$ cat src/rtl/hazard_pkg.sv
// Shared encodings for the pipeline hazard controller.
//   fwd_sel_t  : ALU operand source select (regfile, X/M, M/W)
//   md_state_t : multiply/divide sequencer states
//   md_status_t: sequencer status bundle handed up to hazard_ctrl
package hazard_pkg;

  typedef logic [1:0] fwd_sel_t;

  localparam fwd_sel_t FWD_RF = 2'b00;
  localparam fwd_sel_t FWD_XM = 2'b01;
  localparam fwd_sel_t FWD_MW = 2'b10;

  typedef enum logic [1:0] {
    MD_IDLE = 2'b00,
    MD_BUSY = 2'b01,
    MD_DONE = 2'b10
  } md_state_t;

  typedef struct packed {
    logic busy;
    logic done;
  } md_status_t;

endpackage

$ cat src/rtl/md_seq.sv
// Multiply/divide latency sequencer.
//   clock, aclr : clock, async active-low reset
//   start       : D/X holds a multdiv op (ignored unless IDLE or DONE)
//   flush       : taken control transfer; aborts a running op, blocks a start
//   st          : {busy, done}; done is a one-cycle pulse MD_LAT cycles after start
module md_seq
  import hazard_pkg::*;
#(
  parameter int MD_LAT = 8
) (
  input  logic       clock,
  input  logic       aclr,
  input  logic       start,
  input  logic       flush,
  output md_status_t st
);

  // Loading MD_LAT-2 gives MD_LAT-1 BUSY cycles followed by the DONE cycle.
  localparam logic [7:0] CNT_LOAD = 8'(MD_LAT - 2);

  md_state_t  state, state_nxt;
  logic [7:0] cnt, cnt_nxt;

  always_ff @(posedge clock or negedge aclr) begin
    if (!aclr) begin
      state <= MD_IDLE;
      cnt   <= '0;
    end else begin
      state <= state_nxt;
      cnt   <= cnt_nxt;
    end
  end

  always_comb begin
    state_nxt = state;
    cnt_nxt   = cnt;
    st.busy   = 1'b0;
    st.done   = 1'b0;
    unique case (state)
      MD_IDLE: begin
        if (start && !flush) begin
          state_nxt = MD_BUSY;
          cnt_nxt   = CNT_LOAD;
        end
      end
      MD_BUSY: begin
        st.busy = 1'b1;
        if (flush) begin
          state_nxt = MD_IDLE;
          cnt_nxt   = '0;
        end else if (cnt == 8'd0) begin
          state_nxt = MD_DONE;
        end else begin
          cnt_nxt = cnt - 8'd1;
        end
      end
      MD_DONE: begin
        st.done = 1'b1;
        if (start && !flush) begin
          state_nxt = MD_BUSY;
          cnt_nxt   = CNT_LOAD;
        end else begin
          state_nxt = MD_IDLE;
        end
      end
      default: begin
        state_nxt = MD_IDLE;
        cnt_nxt   = '0;
      end
    endcase
  end

endmodule

$ cat src/rtl/hazard_ctrl.sv
// Five-stage pipeline hazard controller: operand forwarding, load-use
// interlock, multdiv stall sequencing, and a saturating stall counter.
//   fd_*/dx_*/xm_*/mw_* : register fields of the pipeline latches
//   dx_md_start         : D/X holds a multiply/divide op
//   flush               : taken branch/jump resolved this cycle
//   fwd_a, fwd_b        : ALU operand selects (FWD_RF / FWD_XM / FWD_MW)
//   stall_fd, stall_dx  : hold PC+F/D, hold D/X
//   bubble_dx           : load NOP into D/X next edge
//   md_busy, md_done    : multdiv running / completion pulse
//   stall_cnt           : saturating count of stall_fd cycles
module hazard_ctrl
  import hazard_pkg::*;
#(
  parameter int RW     = 5,
  parameter int MD_LAT = 8,
  parameter int SCW    = 16
) (
  input  logic           clock,
  input  logic           aclr,
  input  logic [RW-1:0]  fd_rs1,
  input  logic [RW-1:0]  fd_rs2,
  input  logic [RW-1:0]  dx_rs1,
  input  logic [RW-1:0]  dx_rs2,
  input  logic [RW-1:0]  dx_rd,
  input  logic           dx_regwr,
  input  logic           dx_load,
  input  logic [RW-1:0]  xm_rd,
  input  logic           xm_regwr,
  input  logic [RW-1:0]  mw_rd,
  input  logic           mw_regwr,
  input  logic           dx_md_start,
  input  logic           flush,
  output logic [1:0]     fwd_a,
  output logic [1:0]     fwd_b,
  output logic           stall_fd,
  output logic           stall_dx,
  output logic           bubble_dx,
  output logic           md_busy,
  output logic           md_done,
  output logic [SCW-1:0] stall_cnt
);

  md_status_t md_st;
  logic       load_use;

  md_seq #(.MD_LAT(MD_LAT)) u_md_seq (
    .clock (clock),
    .aclr  (aclr),
    .start (dx_md_start),
    .flush (flush),
    .st    (md_st)
  );

  assign md_busy = md_st.busy;
  assign md_done = md_st.done;

  // r0 is hardwired zero, so a write to it is never a real producer.
  function automatic fwd_sel_t pick(input logic [RW-1:0] rs);
    if (xm_regwr && xm_rd != '0 && xm_rd == rs)      return FWD_XM;
    else if (mw_regwr && mw_rd != '0 && mw_rd == rs) return FWD_MW;
    else                                             return FWD_RF;
  endfunction

  assign load_use = dx_load && dx_regwr && (dx_rd != '0) &&
                    ((dx_rd == fd_rs1) || (dx_rd == fd_rs2));

  always_comb begin
    fwd_a     = FWD_RF;
    fwd_b     = FWD_RF;
    stall_fd  = 1'b0;
    stall_dx  = 1'b0;
    bubble_dx = 1'b0;
    if (aclr) begin
      fwd_a = pick(dx_rs1);
      fwd_b = pick(dx_rs2);
      if (flush) begin
        bubble_dx = 1'b1;
      end else if (md_st.busy) begin
        // D/X is frozen on the multdiv op, so no bubble even on load-use.
        stall_fd = 1'b1;
        stall_dx = 1'b1;
      end else if (load_use) begin
        stall_fd  = 1'b1;
        bubble_dx = 1'b1;
      end
    end
  end

  always_ff @(posedge clock or negedge aclr) begin
    if (!aclr)
      stall_cnt <= '0;
    else if (stall_fd && stall_cnt != '1)
      stall_cnt <= stall_cnt + 1'b1;
  end

endmodule

$ cat config.mk
export PLATFORM = sky130hd
export DESIGN_NAME = hazard_ctrl
export DESIGN_NICKNAME = d
export VERILOG_FILES = /design/src/rtl/hazard_pkg.sv /design/src/rtl/md_seq.sv /design/src/rtl/hazard_ctrl.sv
export SDC_FILE = /design/constraint.sdc
export NUM_CORES = 1
export LEC_CHECK = 0
export CORE_MARGIN = 8
export CORE_UTILIZATION = 48
export DETAILED_ROUTE_END_ITERATION = 6
export GPL_TIMING_DRIVEN = 0
export PLACE_DENSITY_LB_ADDON = 0.15
export REMOVE_ABC_BUFFERS = 1
export SYNTH_ARGS = -nofsm -noshare
export SYNTH_HDL_FRONTEND = slang
export SYNTH_HIERARCHICAL = 1
export SYNTH_SLANG_ARGS = --single-unit
$ cat constraint.sdc
create_clock -name clock -period 4.8 [get_ports clock]
set_clock_uncertainty 0.1 [all_clocks]
set_input_delay 0.96 -clock clock [delete_from_list [all_inputs] [get_ports clock]]
set_output_delay 0.96 -clock clock [all_outputs]
set_load 0.01 [all_outputs]
Word-level counts from Yosys, hierarchy flattened --
Index checks and enable logic that the tools add are counted. W data, S select, Z words.
Operators by class: $add $sub $neg 2, equal/unequal tests 13, muxes and demuxes 27, reductions and logical operators 21
Operators by type and width (number):
- $eq A5 B5 Y1 | 6
- $mux W8 | 3
- $mux W2 | 9
- $add A16 B1 Y16 const B | 1
- $ne A16 B16 Y1 const B | 1
- $pmux W8 S2 | 1
- $reduce_bool A5 Y1 | 3
- $mux W1 | 13
- $logic_and A1 B1 Y1 | 11
- $logic_not A8 Y1 | 1
- $sub A8 B1 Y8 const B | 1
- $pmux W2 S3 | 1
- $ne A2 B1 Y1 const B | 2
- $reduce_and A2 Y1 | 2
- $ne A3 B2 Y1 const B | 1
- $ne A3 B3 Y1 const B | 1
- $eq A2 B1 Y1 const B | 1
- $eq A2 B2 Y1 const B | 1
- $logic_not A2 Y1 | 1
- $reduce_or A2 Y1 | 1
- $logic_not A1 Y1 | 1
- $logic_or A1 B1 Y1 | 1
Word-level totals: flip-flop bits (word level) 26, input bits 43, output and inout bits 25, word-level logic and storage cells 66

Logic depth before layout (Yosys ltp) --
Gate-level depths: netlist (run 1).
depth after elaboration 8, mapped depth 8, gate-level depth less buffers 7

By module --
Netlist (run 1), hierarchy kept.
Modules (own cells, without submodules):
- hazard_ctrl | instances 1, cells an instance 130, area an instance 1202.4 um^2, seq. area each 400.4 um^2
- md_seq | instances 1, cells an instance 64, area an instance 611.8 um^2, seq. area each 250.2 um^2

Least setup slack after synthesis (run 1) --
Ideal clock, no wire load.
kind input -> output, from input port xm_rd[1], to output port fwd_a[1], data arrival time 2202 ps, required time 3740 ps, slack 1538 ps, stages on the path 4, path through or4_1 o21ai_0 nor4_1 nor4_1
On the way: longest elaborated chain between the ends 5, elaborated cells on any way between the ends 6, those cells by class eq/ne (1); mux (2); reduce/logical (3)
RTL lines:
- start: declaration | line hazard_ctrl.sv:27 | input logic [RW-1:0] xm_rd,
- $reduce_bool A5 Y1 | line hazard_ctrl.sv:59 | if (xm_regwr && xm_rd != '0 && xm_rd == rs) return FWD_XM;
- $logic_and A1 B1 Y1 | line hazard_ctrl.sv:59
- $logic_and A1 B1 Y1 * | line hazard_ctrl.sv:59
- $mux W2 * | line hazard_ctrl.sv:59
- $mux W2 * | line hazard_ctrl.sv:73 | if (aclr) begin
- end: declaration | line hazard_ctrl.sv:33 | output logic [1:0] fwd_a,
Mark *: on every way between the ends. The rest lies on a longest branch, timed or not.

Worst setup path after layout (run 1) --
Ends and elaborated chain as after synthesis.

==> results of run 1 <==
metrics by stage:
step | area [um2] | hold WS (ns) | setup TNS (ns) | instances
3_3_place_gp | 2520 | 0.391 | -0.460 | 306
5_1_grt | 2570 | 0.413 | 0 | 310
4_1_cts | 2580 | 0.403 | 0 | 310
3_5_place_dp | 2520 | 0.390 | -0.476 | 306
2_1_floorplan | 1790 | 0.363 | 0 | 191
6_report | 2570 | 0.404 | 0 | 310
worst min path at each step:
stage          cells past startpoint         endpoint  slack, ns
2_1_floorplan                      1  u_md_seq/cnt[4]       0.36
3_3_place_gp                       1  u_md_seq/cnt[4]       0.39
3_5_place_dp                       1    stall_cnt[10]       0.39
4_1_cts                            1    stall_cnt[10]       0.40
5_1_grt                            1    stall_cnt[10]       0.41
6_report                           1    stall_cnt[10]       0.40
cell usage in the layout, fill, tap and decap left out, drive strengths merged, types with 3 or more instances in the layout:
| cell | instances |
|---|---|
| or4 | 6 |
| o211ai | 3 |
| nand3 | 10 |
| nor2 | 9 |
| a21oi | 4 |
| ha | 3 |
| dfrtp | 26 |
| inv | 6 |
| nand2b | 4 |
| nand2 | 16 |
| o21ai | 3 |
| a31oi | 3 |
| o22ai | 3 |
| xor2 | 22 |
| nor4 | 6 |
| xnor2 | 21 |
| nor3 | 7 |
| and2 | 3 |
| clkdlybuf4s50 | 66 |
| nand4 | 4 |
| clkbuf | 4 |
| or3 | 5 |
| nor2b | 5 |
state kept, by name, indices dropped and copies added (netlist names):
register	count
u_md_seq/state	2
u_md_seq/cnt	8
stall_cnt	16
critical path: cells and delay by family:
kind            cells  cell delay (ns)
buf+inv             2             1.07
simple gates        3             0.92
compound gates      1             0.24
cells by family (layout without fill, tap and decap cells):
logic type,Yosys count,in the layout,share of synthesized area [%]
and+or+nand+nor,80,80,24.1
xor gates and xnor gates,43,43,20.8
AOI/OAI and AO/OA,30,30,12.9
DFF,26,26,35.9
buffers and inverters,9,77,2.34
adders and majority gates,3,3,2.07
muxes,3,3,2.00
per-layer routing:
layer | GRT usage (%) | up-vias | share of wire (%)
met5 | 0 | - | 0
met4 | 3.02 | 0 | 0.52
met3 | 4.72 | 3 | 6.4
met2 | 26.5 | 58 | 46
met1 | 20.8 | 777 | 47
li1 | - | 829 | -
power breakdown:
part / switching, mW / internal, mW
logic: 0.126 / 0.144
registers: 0.0444 / 0.252
clock network: 0.0717 / 0.0735
total: 0.242 / 0.469
synth_stat cells (5+ instances only):
master,count,area (um2)
nor2_1,9,33.8
inv_1,6,22.5
nand2_1,16,60.1
nor2b_1,5,31.3
nor3_1,7,35.0
xnor2_1,21,184
dfrtp_1,26,651
xor2_1,22,193
nor4_1,6,37.5
or4_1,6,45.0
nand3_1,9,45.0
what timing repair did:
action | CTS | global route
gates resized for setup | 1 | 0
endpoints found under the setup margin | 2 | 0
endpoints found under the hold margin | 0 | 0
hold buffers | 0 | 0
final cells by class:
class / count / area [um2]
timing repair buffer: 67 / 666
sequential: 26 / 651
clock buffer: 4 / 55.1
multi-input combinational: 159 / 1120
tap: 48 / 60.1
inverter: 6 / 22.5
fill: 307 / 1090
==> summary.md, run 1 <==
| Metric | Value |
|---|---|
| Async set-or-reset flop fraction in the synthesized netlist | 100% |
| Starting utilization of the core area | 49.6% |
| Vias after detailed routing | 1667 |
| Clock input transition at the sequential cells of the worst setup and hold paths | 0.09 ns |
| Mean post-synth cell area | 9.35 um2 |
| Register bit count reported by yosys | 26 |
| Setup-failing EPs final | 0 |
| Placed wire-length estimate after detailed placement | 3.81 mm |
| Count of endpoints failing hold in the final timing report | 0 |
| Maximum vdd drop | 0.174 mV |
| Average wire per standard cell | 15.5 um |
| Layout area overhead | 41.9% |
| Min cycle time layout | 4.25 ns |
| Count of standard-cell rows | 22 |
| Endpoint type of the worst setup path | primary output |
| Number of detailed-route iterations in the first pass | 4 |
| Quantity of I/O buffers inserted on ports | 67 |
| Worst setup SP type | input port |
| Number of enable flip-flop cells after synthesis | 0 |
| CP cell instances | clkdlybuf4s50_1, or4_1, o21ai_0, nor4_1, nor4_1, clkdlybuf4s50_1 |
| Critical path capture point | fwd_a[1] |
| Type of the worst min-delay path | reg -> reg |
| CTS tree | done |
| Wire length of the first global-routing pass | 8.24 mm |
| Number of warnings printed during yosys synthesis | 6 |
| Die H | 77.5 um |
| Setup repair after global routing missed its margin | false |
| Transition time at the pin with the least slew margin | 0.638 ns |
| Number of distinct library cells after synthesis | 44 |
| Fraction of final layout cells with drive strength greater than 1 | 6.11% |
| WP data required | 3.74 ns |
| Number of nets in the layout | 309 |
| Final core occ | 70.3% |
| Portion of the post-synthesis area used by sequential elements | 35.9% |
| Standard cell core area | 3660 um2 |
| Start point of the critical path | xm_rd[1] |
| Start-to-end type of the worst setup path | in -> out |
| Total number of clock tree sinks | 26 |
| Beginning of the worst register-to-register path | stall_cnt[0] |
| Final count of pins violating max slew | 0 |
| MaxCap Viol Count | 0 |
| Total setup buffers inserted after CTS | 0 |
| Most used flip-flop cell after synthesis | dfrtp_1 |
| Crit path DAT | 3.19 ns |
| Final worst path period share | 88.5% |
| Register-to-register path setup slack | 2.56 ns |
| Number of levels the H-tree was split into | 1 |
| Detailed-route vias per instance | 5.38 |
| Worst rel slew slack | 57.4% |
| Die X-Extent | 77.5 um |
| Cell area after synthesis | 1810 um2 |
| Die Footprint | 6000 um2 |
| Residual DRC | 0 |
| Destination of the worst register-to-register timing path | stall_cnt[1] |
| Post-layout worst setup margin | 0.552 ns |
| Placer congestion estimate | 0.893 |
| CP max-delay cell | clkdlybuf4s50_1 |
| Leakage power total | 1.04 nW |
| Crit path largest cell delay | 0.60 ns |
| Total overflow reported by the global router | 0 |
| Highest achievable clock rate | 235 MHz |
| Power per cell area | 276 nW/um2 |
| Root cell of the clock tree | clkbuf_8 |
| Hold Path Origin | stall_cnt[10] |
| Vias in the first global route | 1739 |
| CTS max path bufs | 2 |
| Worst Reg2Reg Path Length in Cells | 6 |
| 1st-iter DRT viols | 86 |
| Clock buffers created by TritonCTS | 3 |
| Number of routed nets with antenna violations | 0 |
| Top-level port count | 68 |
| Worst Setup Slack post-DPL | -0.247 ns |
| Insertion delay to the later sink of the worst-skew pair | 0.28 ns |
| Largest fanout on the critical path | 3 |
| Final wirelength | 4.81 mm |
| Number of diodes | 0 |
| Outcome | completed |
| Overall track demand over capacity in global routing | 16.2% |
| Total design power | 0.711 mW |
| Post-synthesis instance total | 194 |
| Initial antenna violation count | 0 |
| Pin count of the biggest net entering global routing | 32 |
Power figures use the tool's default switching activity.
==> run 2, diff against run 1 <==
ABC_CLOCK_PERIOD_IN_PS = 4800   (was unset)
SLEW_MARGIN = 20   (was unset)
==> results of run 2 <==
No change in the layout: final DEF, timing and power equal those of run 1.
Main changes from that run: setup slack after placement -0.247 ns -> 0.535 ns; number of gates resized after CTS 1 -> 0
==> run 3, diff against run 2 <==
--- a/config.mk
+++ b/config.mk
@@ -8,2 +8,3 @@
 export ABC_CLOCK_PERIOD_IN_PS = 4800
+export CAP_MARGIN = 20
 export CORE_MARGIN = 8
@@ -14,2 +15,3 @@
 export REMOVE_ABC_BUFFERS = 1
+export SKIP_CTS_REPAIR_TIMING = 1
 export SLEW_MARGIN = 20
--- a/constraint.sdc
+++ b/constraint.sdc
@@ -4,2 +4,2 @@
 set_output_delay 0.96 -clock clock [all_outputs]
-set_load 0.01 [all_outputs]
+set_load 0.005 [all_outputs]
==> results of run 3 <==
The final DEF is identical to that of run 1. Status: completed.
Main changes from that run: setup slack after placement -0.247 ns -> 0.569 ns; setup slack after layout 0.552 ns -> 0.586 ns; total power 0.711 mW -> 0.705 mW; worst IR drop on VDD 0.174 mV -> 0.167 mV
